$ cat config.mk
export PLATFORM = sky130hd
export DESIGN_NAME = julia_mem_ctrl
export DESIGN_NICKNAME = d
export VERILOG_FILES = /design/src/rtl/julia_mem_ctrl.sv
export SDC_FILE = /design/constraint.sdc
export NUM_CORES = 1
export LEC_CHECK = 0
export CAP_MARGIN = 20
export CORE_AREA = 2 2 443 445
export CTS_BUF_LIST = sky130_fd_sc_hd__clkbuf_4 sky130_fd_sc_hd__clkbuf_8 sky130_fd_sc_hd__clkbuf_16
export CTS_CLUSTER_SIZE = 8
export DETAILED_ROUTE_END_ITERATION = 10
export DIE_AREA = 0 0 445 447
export SYNTH_ARGS = -nofsm -noshare
export SYNTH_HDL_FRONTEND = slang
export SYNTH_SLANG_ARGS = --single-unit
$ cat constraint.sdc
create_clock -name clk -period 6.4 [get_ports clk]
set_clock_uncertainty 0.1 [all_clocks]
set_input_delay 0.64 -clock clk [delete_from_list [all_inputs] [get_ports clk]]
set_output_delay 0.64 -clock clk [all_outputs]
set_load 0.03 [all_outputs]
$ cat src/rtl/julia_mem_ctrl.sv
// Write-bus arbiter for the julia_worker array: round-robin grant, one bus write per
// request, per-lane done/busy handshakes and an end-of-frame pulse.
module julia_mem_ctrl #(
  parameter int unsigned NUM_WORKERS = 16,
  parameter int unsigned DATA_W      = 32,
  parameter int unsigned ADDR_W      = 32,
  parameter int unsigned NUM_PIXELS  = 307200
) (
  input  logic                          clk,
  input  logic                          rst,
  input  logic                          start,
  input  logic [NUM_WORKERS-1:0]        jw_done,
  input  logic [NUM_WORKERS*DATA_W-1:0] color_in,
  input  logic [NUM_WORKERS*ADDR_W-1:0] addr_in,
  input  logic                          wr_done,
  output logic [ADDR_W-1:0]             wr_addr,
  output logic [DATA_W-1:0]             wr_data,
  output logic                          wr_ready,
  output logic [NUM_WORKERS-1:0]        mc_done,
  output logic [NUM_WORKERS-1:0]        mc_busy,
  output logic                          frame_done
);

  localparam int unsigned GW = (NUM_WORKERS > 1) ? $clog2(NUM_WORKERS) : 1;
  localparam int unsigned CW = $clog2(NUM_PIXELS + 1);

  localparam logic [1:0] S_IDLE     = 2'd0;
  localparam logic [1:0] S_WAIT_ACK = 2'd1;
  localparam logic [1:0] S_RELEASE  = 2'd2;

  logic [1:0]             state_q, state_d;
  logic [GW-1:0]          grant_q, grant_d;
  logic [GW-1:0]          rr_ptr_q, rr_ptr_d;
  logic [CW-1:0]          pix_cnt_q, pix_cnt_d;
  logic [ADDR_W-1:0]      wr_addr_q, wr_addr_d;
  logic [DATA_W-1:0]      wr_data_q, wr_data_d;
  logic                   wr_ready_q, wr_ready_d;
  logic [NUM_WORKERS-1:0] mc_done_q, mc_done_d;
  logic                   frame_done_q, frame_done_d;

  logic                   pick_vld;
  logic [GW-1:0]          pick_idx;
  logic [GW-1:0]          lane_idx;
  logic [NUM_WORKERS-1:0] grant_oh;

  // First requesting lane at or after rr_ptr, wrapping around the lane count.
  always_comb begin
    pick_vld = 1'b0;
    pick_idx = '0;
    lane_idx = '0;
    for (int unsigned k = 0; k < NUM_WORKERS; k++) begin
      lane_idx = GW'((32'(rr_ptr_q) + k) % NUM_WORKERS);
      if (!pick_vld && jw_done[lane_idx]) begin
        pick_vld = 1'b1;
        pick_idx = lane_idx;
      end
    end
  end

  assign grant_oh = {{(NUM_WORKERS-1){1'b0}}, 1'b1} << grant_q;

  always_comb begin
    state_d      = state_q;
    grant_d      = grant_q;
    rr_ptr_d     = rr_ptr_q;
    pix_cnt_d    = pix_cnt_q;
    wr_addr_d    = wr_addr_q;
    wr_data_d    = wr_data_q;
    wr_ready_d   = wr_ready_q;
    mc_done_d    = '0;
    frame_done_d = 1'b0;

    case (state_q)
      S_IDLE: begin
        if (pick_vld) begin
          grant_d    = pick_idx;
          wr_addr_d  = addr_in[pick_idx*ADDR_W +: ADDR_W];
          wr_data_d  = color_in[pick_idx*DATA_W +: DATA_W];
          wr_ready_d = 1'b1;
          state_d    = S_WAIT_ACK;
        end
      end
      S_WAIT_ACK: begin
        if (wr_done) begin
          wr_ready_d = 1'b0;
          mc_done_d  = grant_oh;
          state_d    = S_RELEASE;
          if (pix_cnt_q == CW'(NUM_PIXELS - 1)) begin
            pix_cnt_d    = '0;
            frame_done_d = 1'b1;
          end else begin
            pix_cnt_d = pix_cnt_q + 1'b1;
          end
        end
      end
      S_RELEASE: begin
        // Wait for the served worker to lower its request so the pixel is not written twice.
        if (!jw_done[grant_q]) begin
          rr_ptr_d = (grant_q == GW'(NUM_WORKERS - 1)) ? '0 : grant_q + 1'b1;
          state_d  = S_IDLE;
        end
      end
      default: state_d = S_IDLE;
    endcase

    // A frame restart overrides any count update, including a write acknowledged this cycle.
    if (start) begin
      pix_cnt_d    = '0;
      frame_done_d = 1'b0;
    end
  end

  always_ff @(posedge clk or posedge rst) begin
    if (rst) begin
      state_q      <= S_IDLE;
      grant_q      <= '0;
      rr_ptr_q     <= '0;
      pix_cnt_q    <= '0;
      wr_addr_q    <= '0;
      wr_data_q    <= '0;
      wr_ready_q   <= 1'b0;
      mc_done_q    <= '0;
      frame_done_q <= 1'b0;
    end else begin
      state_q      <= state_d;
      grant_q      <= grant_d;
      rr_ptr_q     <= rr_ptr_d;
      pix_cnt_q    <= pix_cnt_d;
      wr_addr_q    <= wr_addr_d;
      wr_data_q    <= wr_data_d;
      wr_ready_q   <= wr_ready_d;
      mc_done_q    <= mc_done_d;
      frame_done_q <= frame_done_d;
    end
  end

  always_comb begin
    mc_busy = '0;
    if (state_q != S_IDLE) mc_busy = jw_done & ~grant_oh;
  end

  assign wr_addr    = wr_addr_q;
  assign wr_data    = wr_data_q;
  assign wr_ready   = wr_ready_q;
  assign mc_done    = mc_done_q;
  assign frame_done = frame_done_q;

endmodule

# After elaboration in Yosys (flattened, before gate mapping)
# Index checks and enable logic that the tools add are counted.
# word_totals
ff_bits,111
latchBits,0
ramBits,0
mem_bits_ro,0
in_bits,1044
output_inout_bits,98
mem_count,0
# op_classes
add_sub_neg,17
mul,0
div,0
n_lt_le_gt_ge,17
eq_ne,7
shifts,3
muxes,85
bitwise,3
n_reduce_logical,40
# op_table
cell,n
indexed part select 512 x 10 -> 32 bit,2
less-than comparator 4 x 5 -> 1 bit (second input constant),17
two-way mux 19 bit,4
binary-select mux 1 bit (select 4 bit),17
two-way mux 4 bit,17
two-way mux 16 bit,3
two-way mux 1 bit,39
adder 4 bit (second input constant),8
adder 19 x 1 -> 19 bit (second input constant),1
== test 19 bit (second input constant),1
adder 4 x 3 -> 4 bit (second input constant),4
bitwise AND 16 bit,1
inverter 16 bit,1
<< shifter 1 x 4 -> 16 bit (first input constant),1
logical AND 1 bit,15
logical NOT 1 bit,15
adder 4 x 1 -> 4 bit (second input constant),2
adder 4 x 2 -> 4 bit (second input constant),2
nonzero test 2 bit,4
two-way mux 2 bit,3
!= test 2 bit (second input constant),3
case mux 2 bit (3 select lines),1
AND reduction 2 bit,3
AND reduction 3 bit,2
6 further kinds,6

# Longest topological paths before layout
# Gate-level depths: netlist of run 1.
# logic_depth
depth_word,50
ltp_mapped,22
ltp_nobuf,14

# Least setup slack after synthesis of run 1
# OpenSTA, ideal clock, no wires.
# synth_timing
kind,flip-flop to flip-flop
start,reg rr_ptr_q[1]
end,"reg wr_addr_q[27], in the netlist wr_addr[27]"
setup_time_ns,0.121
t_arrival_ns,4.671
required_ns,6.179
path_slack_ns,1.507
path_stages_with_launch,20
cell_sequence,dfrtp_1 -> buf_2 -> buf_2 -> buf_2 -> inv_1 -> ha_1 -> clkbuf_1 -> mux4_2 -> mux2i_1 -> mux2i_1 -> nor3_2 -> a21boi_0 -> nand2_1 -> a31o_2 -> nor3_1 -> buf_2 -> clkbuf_1 -> a221oi_1 -> a22oi_1 -> nand2_1
# synth_between
elab_chain_cells,49
elab_cells_between_ends,111
classes_between,add/sub: 15; shift: 1; mux: 64; reduce/logical: 31
# synth_lines
element,line,rtl
start: declaration,33,"logic [GW-1:0] rr_ptr_q, rr_ptr_d;"
start signal: assignment,127,rr_ptr_q <= rr_ptr_d;
"parallel branches: the longest is 49 deep, another holds adder 4 x 1 -> 4 bit",-,
end signal: assignment,129,wr_addr_q <= wr_addr_d;
end: declaration,35,"logic [ADDR_W-1:0] wr_addr_q, wr_addr_d;"
# Parallel ways; which one is timed is not known. The select of a mux whose other input is x is not followed.
# A chain may end at the register's enable or synchronous reset.

# Worst setup path after layout of run 1
# layout_timing
start,reg rr_ptr_q[1]
end,"reg wr_addr_q[12], in the netlist wr_addr[12]"
# The elaborated chain is that of the path after synthesis.

==> flow_metrics.tcl, run 1 <==
set metrics [dict create \
    status "complete, no violations" \
    synth_area_leaders "mux2i_1 (35%), dfrtp_1 (18%), a22oi_1 (9.2%), a221oi_1 (6.0%), mux4_2 (6.0%)" \
    synth_top_area_cell "mux2i_1" \
    viasPerCell 3.79 \
    async_flop_share 1.00 \
    grt_usage 0.163 \
    synth_ff_type "dfrtp_1" \
    yosysSeqAreaShare 0.175 \
    dr_total_vias 20400 \
    ios 1142 \
    grt_pass1_vias 20000 \
    antenna_found_initial 148 \
    setup_tns_ns 0 \
    slew_viol_final 0 \
    core-area_um2 194000 \
    final_cell_mix "clkdlybuf4s50_1 (1141), mux2i_1 (550), a22oi_1 (195)" \
    die_area_um2 199000 \
    holdWs_ns 0.385 \
    hold_class "register to register" \
    numCtsBuffers 9 \
    post-cts-setup-buffers 0 \
    drv_cap 0 \
    syn_inst 1693 \
    drt_iter0_markers 1661 \
    die_h_um 447 \
    drt-pass1-iter-count 6 \
    fillerInstances 21900 \
    grt_pass1_wl_um 212000 \
    nNetsFinal 3859 \
    synth_edf_count 0 \
    dp_hpwl_um 151000 \
    wl_met1_um 64400 \
    fin_crit_ns 5.75 \
    hold_viol_final 0 \
    cts_sinks 111 \
    drive_above_1_share 0.0877 \
    route.met2.wl_um 80300 \
    route.met3.wl_um 20400 \
    io_buffer_count 1141 \
    clock_path_buffers 2 \
    required_ns 6.71 \
    initial_core_util 0.0815 \
    syn_area_per_cell_um2 9.35 \
    fmax_mhz 174 \
    setup_viol 0 \
    ys_warn_count 0 \
    cp_max_fo 38 \
    fin_crit_sh 0.899 \
    slew_headroom 0.271 \
    post_drt_wl_per_cell_um 31.7 \
    highest_layer "met5" \
    insertion_delay_ns 0.47 \
    yosysTopAreaCellShare 0.348 \
    num_rows 162 \
    place.gp.congestion 0.940 \
    crit_type "register to register" \
    rsz0062_at_grt "false" \
    cp-start-kind "register" \
    cts.htree.levels 3 \
    cts-root-buf "clkbuf_16" \
    area_growth_pct 96.3 \
    grt_max_degree 70 \
    drtAntennaViolNets 0 \
    synth.distinct_cells 71 \
    post_cts_resized 0 \
    endpoint_kind "register" \
    worstMarginPinSlew_ns 1.06 \
    grt_remaining_overflow 0 \
    crit_arrival_ns 6.06 \
    final_common_cell "clkdlybuf4s50_1" \
    cts_tree "yes" \
    path_clk_slew_ns 0.12 \
    die_x_um 445 \
    synthesis.nets 2751 \
    drc 0 \
    postRouteWirelength_um 171000 \
    syn_area_um2 15800 \
    cts_hold_buf 0 \
    synth_seq_cells 111 \
]
-- layer usage --
layer	vias up	global-route usage
met4	134	0.0533
li1	8945	-
met5	-	0
met1	9944	0.185
met2	1102	0.267
met3	301	0.0784
-- state kept, by name, summed over array words and instances (netlist names) --
name and flops:
wr_addr 32, wr_data 32, pix_cnt_q 19, mc_done 16, grant_q 4, rr_ptr_q 4
state_q 2, frame_done 1, wr_ready 1
-- path summary, 6_finish.rpt --
check	from	end	slack (ns)	depth (start not counted)
max	rr_ptr_q[1]	wr_addr[12]	0.65	16
min	state_q[1]	state_q[0]	0.38	1
max reg2reg	rr_ptr_q[1]	wr_addr[12]	0.65	16
min reg2reg	state_q[1]	state_q[0]	0.38	1
max in group asynchronous	rst	wr_addr[10]	4.24	3
min in group asynchronous	rst	grant_q[0]	0.61	2
-- stage by stage --
step                      instance area [µm²]  setup slack, ns  cells  utilization
after floorplan                         15800             1.51   1693            -
after global placement                  30700            0.390   5332        0.158
after detailed placement                30700            0.432   5332        0.158
after CTS                               31000            0.616   5348        0.160
after global routing                    31000            0.258   5372        0.160
final                                   31100            0.649   5388        0.160
-- logic make-up after synthesis --
group | synth area share
muxes | 0.425
AOI/OAI and AO/OA | 0.212
and+or+nand+nor | 0.0903
buffers and inverters | 0.0710
DFF | 0.175
xor gates and xnor gates | 0.0158
adders and majority gates | 0.0111
-- worst max-delay path: stages, from the launching register on --
cell	delay, ns
dfrtp_1	0.39
inv_1	0.17
ha_1	0.71
mux4_2	0.57
mux2i_1	0.35
mux2i_1	0.43
nor3_2	0.48
o21ai_0	0.15
o21ai_0	0.10
o2111ai_1	0.19
nand3_4	0.24
buf_12	0.26
buf_12	0.33
mux2i_1	0.16
a221oi_2	0.50
a22oi_1	0.24
nand2_1	0.12
-- final cells by class --
| cell class | instances | area, µm² | area share |
|---|---|---|---|
| Timing Repair Buffer | 1265 | 12700 | 0.407 |
| Clock buffer | 9 | 225 | 0.00725 |
| Multi-Input combinational cell | 1400 | 12000 | 0.386 |
| Sequential cell | 111 | 2780 | 0.0894 |
| Clock inverter | 7 | 96.3 | 0.00310 |
| Tap cell | 2542 | 3180 | 0.102 |
| Inverter | 14 | 57.6 | 0.00185 |
| Antenna cell | 40 | 100 | 0.00322 |
-- synth_stat cells (all sizes together), types with 8 or more instances --
cell type / count
mux2i: 552
inv: 13
clkbuf: 64
xor2: 17
dfrtp: 111
mux2: 20
nor3: 15
a31oi: 8
a221oi: 129
nand3: 13
buf: 104
a22oi: 195
nand4: 10
mux4: 42
o21ai: 23
nor2: 59
nand2: 187
ha: 14
xnor2: 9
a21oi: 29
Power of run 1 is left out: the tool's default activity adds up to more than one toggle a clock period on the data nets, which glitch-free logic cannot reach.
==> inputs of run 2 (changes only) <==
Settings changed: GPL_TIMING_DRIVEN from default to 1, PLACE_DENSITY_LB_ADDON from default to 0.15.
==> flow_metrics.tcl, run 2 (synthesized netlist as in run 1, its figures left out) <==
set metrics [dict create \
    final_cell_mix "clkdlybuf4s50_1 (1141), mux2i_1 (550), a22oi_1 (195)" \
    cp_max_fo 49 \
    initial_core_util 0.0815 \
    highest_layer "met5" \
    cts_tree "yes" \
    dr_total_vias 19500 \
    endpoint_kind "register" \
    ios 1142 \
    holdWs_ns 0.417 \
    fin_crit_ns 5.84 \
    die_x_um 445 \
    drv_cap 0 \
    grt_remaining_overflow 0 \
    crit_type "register to register" \
    place.gp.congestion 0.837 \
    hp-start "wr_ready" \
    io_buffer_count 1141 \
    die_area_um2 199000 \
    grt_usage 0.155 \
    crit_chain "inv_1, buf_4, ha_1, mux4_2, mux2i_1, mux2i_1, nor3_2, a21boi_0, nand2_1, a31o_2, nor3_2, buf_12, a221oi_1, a22oi_1, nand2_1" \
    setup_tns_ns 0 \
    critical_path.top_delay_family "compound AO/OA/AOI/OAI gates" \
    dp_hpwl_um 140000 \
    rsz0062_at_grt "false" \
    fin_util 0.160 \
    nNetsFinal 3879 \
    r2r_start "rr_ptr_q[1]" \
    hold_viol_final 0 \
    post_cts_resized 0 \
    fillerInstances 21900 \
    status "complete, no violations" \
    cp-start-kind "register" \
    grt_pass1_vias 20100 \
    core-area_um2 194000 \
    post_drt_wl_per_cell_um 30.1 \
    area_growth_pct 96.6 \
    cts.htree.levels 3 \
    route.met3.wl_um 10400 \
    die_h_um 447 \
    worstMarginPinSlew_ns 0.905 \
    numCtsBuffers 9 \
    antenna_found_initial 83 \
    worst-path-buf-inv 3 \
    cts_hold_buf 0 \
    cpPeakStageDelay_ns 0.70 \
    grt_max_degree 69 \
    insertion_delay_ns 0.44 \
    drc 0 \
    final_common_cell "clkdlybuf4s50_1" \
    place_ws_ns 0.176 \
    cts_sinks 111 \
    path_clk_slew_ns 0.11 \
    fin_crit_sh 0.912 \
    cts-root-buf "clkbuf_16" \
    setup_viol 0 \
    fmax_mhz 171 \
    hold_class "register to register" \
    layout_setup_ws_ns 0.564 \
    num_rows 162 \
    postRouteWirelength_um 162000 \
    route.met2.wl_um 78000 \
    drtAntennaViolNets 0 \
    drive_above_1_share 0.0952 \
    crit_arrival_ns 6.05 \
    slew_headroom 0.395 \
    drt-pass1-iter-count 5 \
    slowest_stage "ha_1" \
    viasPerCell 3.63 \
    clock_path_buffers 2 \
    post-cts-setup-buffers 0 \
    wl_met1_um 71400 \
    required_ns 6.61 \
    drt_iter0_markers 1468 \
    critPathLaunch "rr_ptr_q[1]" \
    slew_viol_final 0 \
    grt_pass1_wl_um 205000 \
]
==> run 2: cell type report <==
class	instances	area, µm²	area share
repair buffers	1285	12800	0.410
multi-input cells	1400	12000	0.386
clock buffers	9	225	0.00723
clock inverters	7	88.8	0.00285
inverters	14	57.6	0.00185
diodes	8	20.0	0.000643
flip-flops and latches	111	2780	0.0892
well taps	2542	3180	0.102
==> run 2: per-stage QoR <==
stage,std cells,cell area (µm²)
after floorplan,1693,15800
after global placement,5352,30800
after detailed placement,5352,30800
after CTS,5368,31100
after global routing,5372,31100
final,5376,31100
==> run 2: final timing paths <==
| path | to | slack, ns | cells past startpoint |
|---|---|---|---|
| max in group asynchronous | wr_addr[7] | 4.69 | 3 |
| min in group asynchronous | wr_data[20] | 0.54 | 2 |
| worst max register to register | wr_data[20] | 0.56 | 15 |
| worst max-delay path | wr_data[20] | 0.56 | 15 |
| worst min register to register | wr_ready | 0.42 | 2 |
| worst min-delay path | wr_ready | 0.42 | 2 |
==> run 2: layer usage <==
| metal | up-vias | GRT usage |
|---|---|---|
| met3 | 144 | 0.0398 |
| met4 | 46 | 0.0197 |
| li1 | 8940 | - |
| met2 | 807 | 0.262 |
| met5 | - | 0 |
| met1 | 9590 | 0.202 |
==> run 2: tightest hold or removal path, delay by kind of cell (launching register included) <==
family	cells	cell delay [ns]
flops	1	0.38
simple gates	2	0.12
Power of run 2 is left out for the same reason.
==> inputs of run 3 (changes only) <==
Settings changed: CORE_AREA 2 2 443 445 to 2 2 444 446, DIE_AREA 0 0 445 447 to 0 0 446 448.
==> flow_metrics.tcl, run 3 (synthesized netlist as in run 1, its figures left out) <==
set metrics [dict create \
    required_ns 6.65 \
    worstMarginPinSlew_ns 1.00 \
    ios 1142 \
    grt_remaining_overflow 0 \
    nNetsFinal 3878 \
    slowest_stage "a22oi_1" \
    cts_tree "yes" \
    final_cell_mix "clkdlybuf4s50_1 (1141), mux2i_1 (550), a22oi_1 (195)" \
    status "complete, no violations" \
    drc 0 \
    post-cts-setup-buffers 0 \
    fin_crit_sh 0.924 \
    endpoint_kind "register" \
    area_growth_pct 98.0 \
    fin_crit_ns 5.91 \
    fmax_mhz 169 \
    crit_chain "buf_4, ha_1, xnor2_2, mux4_2, mux2i_4, nand3b_4, nor4_4, inv_2, or4_1, nand3_4, buf_12, buf_12, mux2i_1, a22oi_1, a22oi_1, nand2_1" \
    post_cts_resized 0 \
    drtAntennaViolNets 0 \
    crit_type "register to register" \
    drt-pass1-iter-count 7 \
    post_drt_wl_per_cell_um 30.3 \
    cts_hold_buf 0 \
    grt_max_degree 46 \
    io_buffer_count 1141 \
    cts_sinks 111 \
    setup_tns_ns 0 \
    final_common_cell "clkdlybuf4s50_1" \
    insertion_delay_ns 0.49 \
    viasPerCell 3.62 \
    drv_cap 0 \
    die_h_um 448 \
    dp_hpwl_um 140000 \
    numCtsBuffers 9 \
    place.gp.congestion 0.827 \
    cts.htree.levels 3 \
    seqCellArea_um2 2780 \
    postRouteWirelength_um 163000 \
    drt_iter0_markers 1133 \
    fillerInstances 21900 \
    multi_input_area_um2 12000 \
    rsz0062_at_grt "false" \
    hold_viol_final 0 \
    die_x_um 446 \
    die_area_um2 200000 \
    setup_viol 0 \
    grt_pass1_vias 20300 \
    cp_max_fo 43 \
    num_rows 162 \
    initial_core_util 0.0814 \
    crit_arrival_ns 6.17 \
    clock_path_buffers 2 \
    cts-root-buf "clkbuf_16" \
    drive_above_1_share 0.0949 \
    critical_path.top_delay_family "simple AND/OR/NAND/NOR gates" \
    path_clk_slew_ns 0.12 \
    cp-start-kind "register" \
    core-area_um2 195000 \
    hold_class "register to register" \
    slew_headroom 0.333 \
    worst-path-buf-inv 4 \
    grt_pass1_wl_um 206000 \
    grt_usage 0.156 \
    slew_viol_final 0 \
    cpPeakStageDelay_ns 0.79 \
    dr_total_vias 19500 \
    antenna_found_initial 88 \
]
run 3: changes by cell type in the layout (fill, tap and decap cells not counted), moves of 2 or more:
cell	before	now
buf_12	22	38
buf_4	122	105
diode_2	8	16
inv_12	1	3
inv_8	2	0
run 3: layer usage:
metal | global-route usage | wire length (µm) | vias up
met5 | 0 | 446 | -
met4 | 0.0284 | 2110 | 70
met3 | 0.0497 | 13100 | 154
met2 | 0.268 | 80400 | 774
met1 | 0.190 | 67300 | 9547
li1 | - | - | 8927
run 3: worst reg2reg max path, delay by kind of cell, from the launching register on:
| family | cells | cell delay, ns |
|---|---|---|
| mux | 3 | 1.16 |
| buf+inv | 4 | 0.97 |
| flops | 1 | 0.40 |
| simple gates | 5 | 1.23 |
| compound gates | 2 | 0.94 |
| fa+ha+maj | 1 | 0.39 |
| xor+xnor | 1 | 0.58 |
run 3: area by class of cell:
cell class / instances / share of cell area
clock inverters: 7 / 0.00315
clock buffers: 9 / 0.00718
diodes: 16 / 0.00128
inverters: 14 / 0.00184
repair buffers: 1284 / 0.414
multi-input cells: 1400 / 0.383
well taps: 2542 / 0.101
flip-flops and latches: 111 / 0.0886
run 3: path summary, 6_finish.rpt:
kind,start,endpoint,slack (ns),depth (start not counted)
hold / removal,wr_ready,wr_ready,0.42,2
max in group asynchronous,rst,wr_addr[6],4.45,3
setup reg to reg,rr_ptr_q[1],wr_data[20],0.49,16
min in group asynchronous,rst,wr_data[28],0.52,2
setup / recovery,rr_ptr_q[1],wr_data[20],0.49,16
hold reg to reg,wr_ready,wr_ready,0.42,2
run 3: through the flow:
step | util | hold slack (ns) | cells | worst slack, ns | cell area, µm²
6_report | 0.161 | 0.420 | 5383 | 0.486 | 31400
2_1_floorplan | - | 0.363 | 1693 | 1.51 | 15800
3_3_place_gp | 0.159 | 0.404 | 5351 | 0.0847 | 31000
5_1_grt | 0.161 | 0.454 | 5373 | 0.0704 | 31300
3_5_place_dp | 0.159 | 0.399 | 5351 | 0.0506 | 31000
4_1_cts | 0.161 | 0.424 | 5367 | 0.312 | 31300
Power of run 3 is left out for the same reason.
